`src/rtl/frame_buffer_scanout.sv`:
```
// frame_buffer_scanout
//   Raster scan-out engine for the read side of a 4-bpp frame buffer. A
//   start_frame pulse walks every address in raster order on rd_addr. The
//   engine tracks the RAM read latency with a valid shift register and hands
//   the returned pixels to the display driver through a small
//   first-word-fall-through FIFO. The output is a valid/ready stream.
//
// Ports
//   clk, rst_n          clock; asynchronous active-low reset
//   start_frame         one-cycle request for a full frame scan (ignored while busy)
//   fb_ready            frame buffer accepts reads; issue pauses while low
//   rd_addr[17:0]       registered read address
//   rd_data[3:0]        read data, valid LATENCY cycles after the address
//   pixel_data[3:0]     FIFO head pixel
//   pixel_valid         head pixel valid
//   pixel_ready         consumer accepts (transfer = valid & ready)
//   pixel_sof           head pixel is address 0
//   pixel_eol           head pixel is the last pixel of a line
//   busy                frame in progress
//   frame_done          pulses with the transfer of the final pixel
module frame_buffer_scanout #(
  parameter int WIDTH      = 640,
  parameter int HEIGHT     = 400,
  parameter int LATENCY    = 1,
  parameter int FIFO_DEPTH = 4
) (
  input  logic        clk,
  input  logic        rst_n,
  input  logic        start_frame,
  input  logic        fb_ready,
  output logic [17:0] rd_addr,
  input  logic [3:0]  rd_data,
  output logic [3:0]  pixel_data,
  output logic        pixel_valid,
  input  logic        pixel_ready,
  output logic        pixel_sof,
  output logic        pixel_eol,
  output logic        busy,
  output logic        frame_done
);

  localparam int XW = $clog2(WIDTH + 1);
  localparam int YW = $clog2(HEIGHT + 1);
  localparam int PW = $clog2(FIFO_DEPTH);
  localparam int CW = $clog2(FIFO_DEPTH + 1);
  localparam int FW = $clog2(LATENCY + 1);
  localparam logic [XW-1:0] X_LAST   = XW'(WIDTH - 1);
  localparam logic [YW-1:0] Y_LAST   = YW'(HEIGHT - 1);
  localparam logic [PW-1:0] PTR_LAST = PW'(FIFO_DEPTH - 1);

  typedef enum logic [1:0] {IDLE, READ, DRAIN} state_t;

  state_t              state_q, state_d;
  logic [17:0]         addr_q, addr_d;
  logic [XW-1:0]       x_q, x_d;
  logic [YW-1:0]       y_q, y_d;
  logic [LATENCY-1:0]  vld_q, vld_d;
  logic [LATENCY-1:0]  sof_p_q, sof_p_d;
  logic [LATENCY-1:0]  eol_p_q, eol_p_d;
  logic [5:0]          mem_q [FIFO_DEPTH];
  logic [5:0]          mem_d [FIFO_DEPTH];
  logic [PW-1:0]       wr_ptr_q, wr_ptr_d;
  logic [PW-1:0]       rd_ptr_q, rd_ptr_d;
  logic [CW-1:0]       fifo_cnt_q, fifo_cnt_d;

  logic [FW-1:0] in_flight;
  logic          issue;
  logic          last_pix;
  logic          push;
  logic          pop;
  logic          head_valid;
  logic [5:0]    head;

  always_comb begin
    in_flight = '0;
    for (int unsigned i = 0; i < LATENCY; i++) begin
      in_flight = in_flight + FW'(vld_q[i]);
    end
    // Conservative credit: a pop this cycle frees nothing until next cycle.
    issue      = (state_q == READ) && fb_ready &&
                 ((int'(in_flight) + int'(fifo_cnt_q)) < FIFO_DEPTH);
    last_pix   = (x_q == X_LAST) && (y_q == Y_LAST);
    push       = vld_q[LATENCY-1];
    head_valid = (fifo_cnt_q != '0);
    pop        = head_valid && pixel_ready;
    head       = mem_q[rd_ptr_q];

    pixel_valid = head_valid;
    pixel_data  = head_valid ? head[3:0] : '0;
    pixel_eol   = head_valid && head[4];
    pixel_sof   = head_valid && head[5];
    busy        = (state_q != IDLE);
    rd_addr     = addr_q;
    // Nothing left in flight and a single entry leaving: the final pixel.
    frame_done  = (state_q == DRAIN) && (in_flight == '0) &&
                  (fifo_cnt_q == CW'(1)) && pop;
  end

  always_comb begin
    state_d = state_q;
    addr_d  = addr_q;
    x_d     = x_q;
    y_d     = y_q;
    unique case (state_q)
      IDLE: begin
        if (start_frame) begin
          state_d = READ;
          addr_d  = '0;
          x_d     = '0;
          y_d     = '0;
        end
      end
      READ: begin
        if (issue) begin
          if (last_pix) begin
            // Address stays on the final pixel; it never wraps past it.
            state_d = DRAIN;
          end else begin
            addr_d = addr_q + 18'd1;
            if (x_q == X_LAST) begin
              x_d = '0;
              y_d = y_q + YW'(1);
            end else begin
              x_d = x_q + XW'(1);
            end
          end
        end
      end
      DRAIN: begin
        if (frame_done) begin
          state_d = IDLE;
          addr_d  = '0;
          x_d     = '0;
          y_d     = '0;
        end
      end
      default: state_d = IDLE;
    endcase
  end

  always_comb begin
    vld_d      = '0;
    sof_p_d    = '0;
    eol_p_d    = '0;
    vld_d[0]   = issue;
    sof_p_d[0] = (addr_q == '0);
    eol_p_d[0] = (x_q == X_LAST);
    for (int unsigned i = 1; i < LATENCY; i++) begin
      vld_d[i]   = vld_q[i-1];
      sof_p_d[i] = sof_p_q[i-1];
      eol_p_d[i] = eol_p_q[i-1];
    end

    mem_d    = mem_q;
    wr_ptr_d = wr_ptr_q;
    rd_ptr_d = rd_ptr_q;
    if (push) begin
      mem_d[wr_ptr_q] = {sof_p_q[LATENCY-1], eol_p_q[LATENCY-1], rd_data};
      wr_ptr_d        = (wr_ptr_q == PTR_LAST) ? '0 : wr_ptr_q + PW'(1);
    end
    if (pop) begin
      rd_ptr_d = (rd_ptr_q == PTR_LAST) ? '0 : rd_ptr_q + PW'(1);
    end
    fifo_cnt_d = fifo_cnt_q;
    if (push && !pop) begin
      fifo_cnt_d = fifo_cnt_q + CW'(1);
    end else if (pop && !push) begin
      fifo_cnt_d = fifo_cnt_q - CW'(1);
    end
  end

  always_ff @(posedge clk or negedge rst_n) begin
    if (!rst_n) begin
      state_q    <= IDLE;
      addr_q     <= '0;
      x_q        <= '0;
      y_q        <= '0;
      vld_q      <= '0;
      sof_p_q    <= '0;
      eol_p_q    <= '0;
      mem_q      <= '{default: '0};
      wr_ptr_q   <= '0;
      rd_ptr_q   <= '0;
      fifo_cnt_q <= '0;
    end else begin
      state_q    <= state_d;
      addr_q     <= addr_d;
      x_q        <= x_d;
      y_q        <= y_d;
      vld_q      <= vld_d;
      sof_p_q    <= sof_p_d;
      eol_p_q    <= eol_p_d;
      mem_q      <= mem_d;
      wr_ptr_q   <= wr_ptr_d;
      rd_ptr_q   <= rd_ptr_d;
      fifo_cnt_q <= fifo_cnt_d;
    end
  end

endmodule
```
`config.mk`:
```
export PLATFORM = sky130hd
export DESIGN_NAME = frame_buffer_scanout
export DESIGN_NICKNAME = d
export VERILOG_FILES = /design/src/rtl/frame_buffer_scanout.sv
export SDC_FILE = /design/constraint.sdc
export NUM_CORES = 1
export LEC_CHECK = 0
export BUFFER_PORTS_ARGS = -buffer_cell sky130_fd_sc_hd__buf_2
export CAP_MARGIN = 25
export CORE_ASPECT_RATIO = 0.5
export CORE_MARGIN = 3
export CORE_UTILIZATION = 54
export DETAILED_ROUTE_END_ITERATION = 10
export PLACE_DENSITY = 0.74
export SLEW_MARGIN = 25
export SYNTH_ARGS = -nofsm -noshare
export SYNTH_HDL_FRONTEND = slang
export SYNTH_SLANG_ARGS = --single-unit
```
`constraint.sdc`:
```
create_clock -name clk -period 2.92 [get_ports clk]
set_input_delay 0.438 -clock clk [delete_from_list [all_inputs] [get_ports clk]]
set_output_delay 0.438 -clock clk [all_outputs]
set_load 0.02 [all_outputs]
```
==> summary.txt <==
Worst setup path
  – WP data required: between 3 and 4 ns
  – Crit path DAT: 2.87 ns
  – Critical Path Source Type: register
  – Crit path max fanout: 14
  – Worst setup EP type: register
  – Crit Path Class: reg -> reg

Timing
  – Final period util: 89.3%
  – Fin worst setup slack: 0.313 ns
  – Fmax: 384 MHz
  – Worst Skew: 0.00516 ns
  – Worst slew margin: slightly below 50%
  – Max Slew Vio Count: 0
  – Slew @ Worst Pin: between 0.7 and 0.8 ns
  – Setup tns final: 0 ns
  – Hold slack final: 0.177 ns
  – Count of final hold-check violations: 0
  – Final Setup Violations: 0
  – RSZ-0062 raised after global routing: no
  – Final worst path period need: 2.61 ns

GRT
  – Initial antenna violation count: 0
  – Global Route Usage Sum: between 20% and 30%
  – Congestion Overflow GR: 0
  – First-pass GRT wire length: 15200 um
  – Vias in the first global route: 3126
  – Largest net degree at the start of global routing: 43

Power and ir drop
  – Max IR drop VDD: 0.362 mV
  – Switching pwr: approximately 1.3 mW
  – Combinational Power Share: between 30% and 40%
  – Reg power frac: 40.5%
  – Switching share of power: 33.6%
  – Pwr Density: roughly 840 mW/mm2
  – Power Total: around 3.8 mW
  – P_int: around 2.5 mW
  – Clock power share: 29.0%
  – LEAKAGE: 2.03 nW

Yosys
  – Async SR Flop Fraction: 100%
  – Syn. warnings: 0
  – Synthesized area: slightly below 0.004 mm2
  – Syn nets: 381
  – Post-Syn Instances: 358
  – Synthesis-stage register bit count: 73
  – Mean Syn Cell Area: ~11 um2
  – Register area share after synthesis: 47.3%
  – Synth unique cells: 56
  – Synth Flop Type: dfrtp_1
  – Post-synth EDFFs: 0

Routing
  – Pre-antenna DRT Iters: 5
  – Avg Vias per Cell: ~6.3
  – Vias: about 3.1k
  – Wirelength, routed: roughly 9000 um
  – Routed WL per cell: between 15 and 20 um
  – DRC: 0
  – 1st-iter DRT viols: just over 200
  – Routed Antenna Nets: 0

Cells and area
  – Final core utilization: about two thirds
  – Fin area: ~0.0045 mm2
  – Layout Cells excl Fill: 493
  – Fin nets: 420
  – Ratio of cells with drive above 1 in the final layout: 24.9%
  – Area delta synth->final: 15.7%
  – Antenna Cells: 0

Floorplanning
  – Die H: 65.8 um
  – Die width: 126 um
  – Standard-cell row count: 21
  – Ports: 36
  – Die ar.: 0.00826 mm2
  – Initial Util: 56.7%
  – Core area: 0.00681 mm2

Placed design
  – Dpl cell area: between 0.004 and 0.005 mm2
  – Placed insts: ~480
  – GPL Wtd Cong: slightly below 0.9
  – Dpl hpwl: 6040 um
  – Pre-CTS WS: 0.215 ns
  – Port bufs: 35

Clock network
  – Clock buffer depth: 2
  – H-tree Lvls: 3
  – Num CTS Buffers: 9
  – Clk root buf: clkbuf_16
  – CTS tree: done
  – Post-CTS Setup Inserts: 0
  – Clk_lat worst skew: approximately 0.34 ns
  – Hold_buf cts: 0
  – Clock transition at the registers of the reported paths: 0.06 ns
  – Clock sinks: 73

Outcome
  – Outcome: finished, final reports clean

Flow run
  – Maxcap violations: 0

Worst hold path
  – HP Class: in -> async
flip-flops by register name, indices dropped and copies added (netlist names):
name,cells
rd_addr,18
push,1
rd_ptr_q,2
state_q,2
wr_ptr_q,2
sof_p_q,1
x_q,10
mem_q,24
fifo_cnt_q,3
y_q,9
eol_p_q,1
cell usage in the layout, fill, tap and decap left out, types with 5 or more instances in the layout:
cell type and instances:
a21o_1 6, a21oi_1 14, a31oi_1 8, and2_1 9, and3_1 8, buf_2 35
buf_4 7, clkbuf_16 9, dfrtp_1 73, ha_1 14, inv_1 10, mux2_2 29
mux2i_1 5, mux4_2 6, nand2_1 24, nand3_1 14, nand4_1 12, nor2_1 11
nor3_1 6, o21ai_0 23, o31ai_1 11
cells by family after synthesis:
family          synth area share (%)
simple gates                    16.3
flops                           47.3
compound gates                  15.3
xor+xnor                       0.681
mux                             13.3
fa+ha+maj                       4.54
buf+inv                         2.56
power by group through the flow:
stage | clock [mW] | combinational, mW | sequential, mW
2_1_floorplan | 0 | 0.850 | 1.46
3_3_place_gp | 0 | 1.09 | 1.51
3_5_place_dp | 0 | 1.15 | 1.54
4_1_cts | 1.11 | 1.16 | 1.52
5_1_grt | 1.17 | 1.27 | 1.57
6_report | 1.09 | 1.15 | 1.53
final timing paths:
kind / from / endpoint / slack [ns] / cells after the start
setup / recovery: x_q[0]$_DFFE_PN0P_ / rd_addr[10]$_DFFE_PN0P_ / 0.31 / 8
hold / removal: rst_n / mem_q[19]$_DFFE_PN0P_ / 0.18 / 1
setup reg to reg: x_q[0]$_DFFE_PN0P_ / rd_addr[10]$_DFFE_PN0P_ / 0.31 / 8
hold reg to reg: mem_q[5]$_DFFE_PN0P_ / mem_q[5]$_DFFE_PN0P_ / 0.50 / 1
max in group asynchronous: rst_n / y_q[5]$_DFFE_PN0P_ / 2.06 / 2
min in group clk: rd_data[1] / mem_q[13]$_DFFE_PN0P_ / 0.37 / 2
timing repair:
| action | CTS | global route |
|---|---|---|
| setup endpoints to repair | 0 | 1 |
| resized for setup | 0 | 1 |
| hold endpoints to repair | 0 | 0 |
worst max-delay path: stages (launching register included):
cell,delay [ns]
dfrtp_1,0.38
ha_1,0.22
nand3_1,0.14
or3_1,0.57
inv_1,0.44
a21oi_1,0.21
buf_4,0.23
a21o_1,0.17
a31oi_1,0.17
cells in the mapped netlist (2+ instances only):
cell type,n,area (um2)
a211oi_1,3,22.5
a21o_1,6,45.0
a21oi_1,14,70.1
a22o_1,3,26.3
a2bb2oi_1,2,17.5
a31oi_1,8,50.1
and2_1,9,56.3
and3_1,8,50.1
and4_1,4,35.0
clkbuf_1,13,48.8
dfrtp_1,73,1830
ha_1,14,175
inv_1,10,37.5
mux2_2,29,327
mux2i_1,5,50.1
mux4_2,6,135
nand2_1,24,90.1
nand2b_1,2,12.5
nand3_1,14,70.1
nand3b_1,2,15.0
nand4_1,12,75.1
nor2_1,11,41.3
nor3_1,6,30.0
nor3b_1,3,22.5
nor4_1,3,18.8
o2111ai_1,2,17.5
o211ai_1,4,30.0
o21ai_0,23,115
o21ai_1,2,10.0
o31ai_1,11,82.6
o41ai_1,2,17.5
or3_1,4,25.0
or4_1,2,15.0
xor2_1,2,17.5
area by class of cell:
type	instances	area, um2
clock buffer	10	239
tap	92	115
timing repair buffer	43	248
fill	520	2340
multi-input combinational	259	1940
clock inverter	5	56.3
sequential	73	1830
inverter	11	41.3
metal layers:
| layer | global-route usage [%] | vias up | part of all wire, % |
|---|---|---|---|
| met5 | 0 | - | 0 |
| met4 | 9.59 | 0 | 2.1 |
| met3 | 6.69 | 22 | 5.5 |
| met2 | 40.3 | 118 | 49 |
| met1 | 28.3 | 1512 | 43 |
| li1 | - | 1442 | - |
Power figures use the tool's default switching activity.
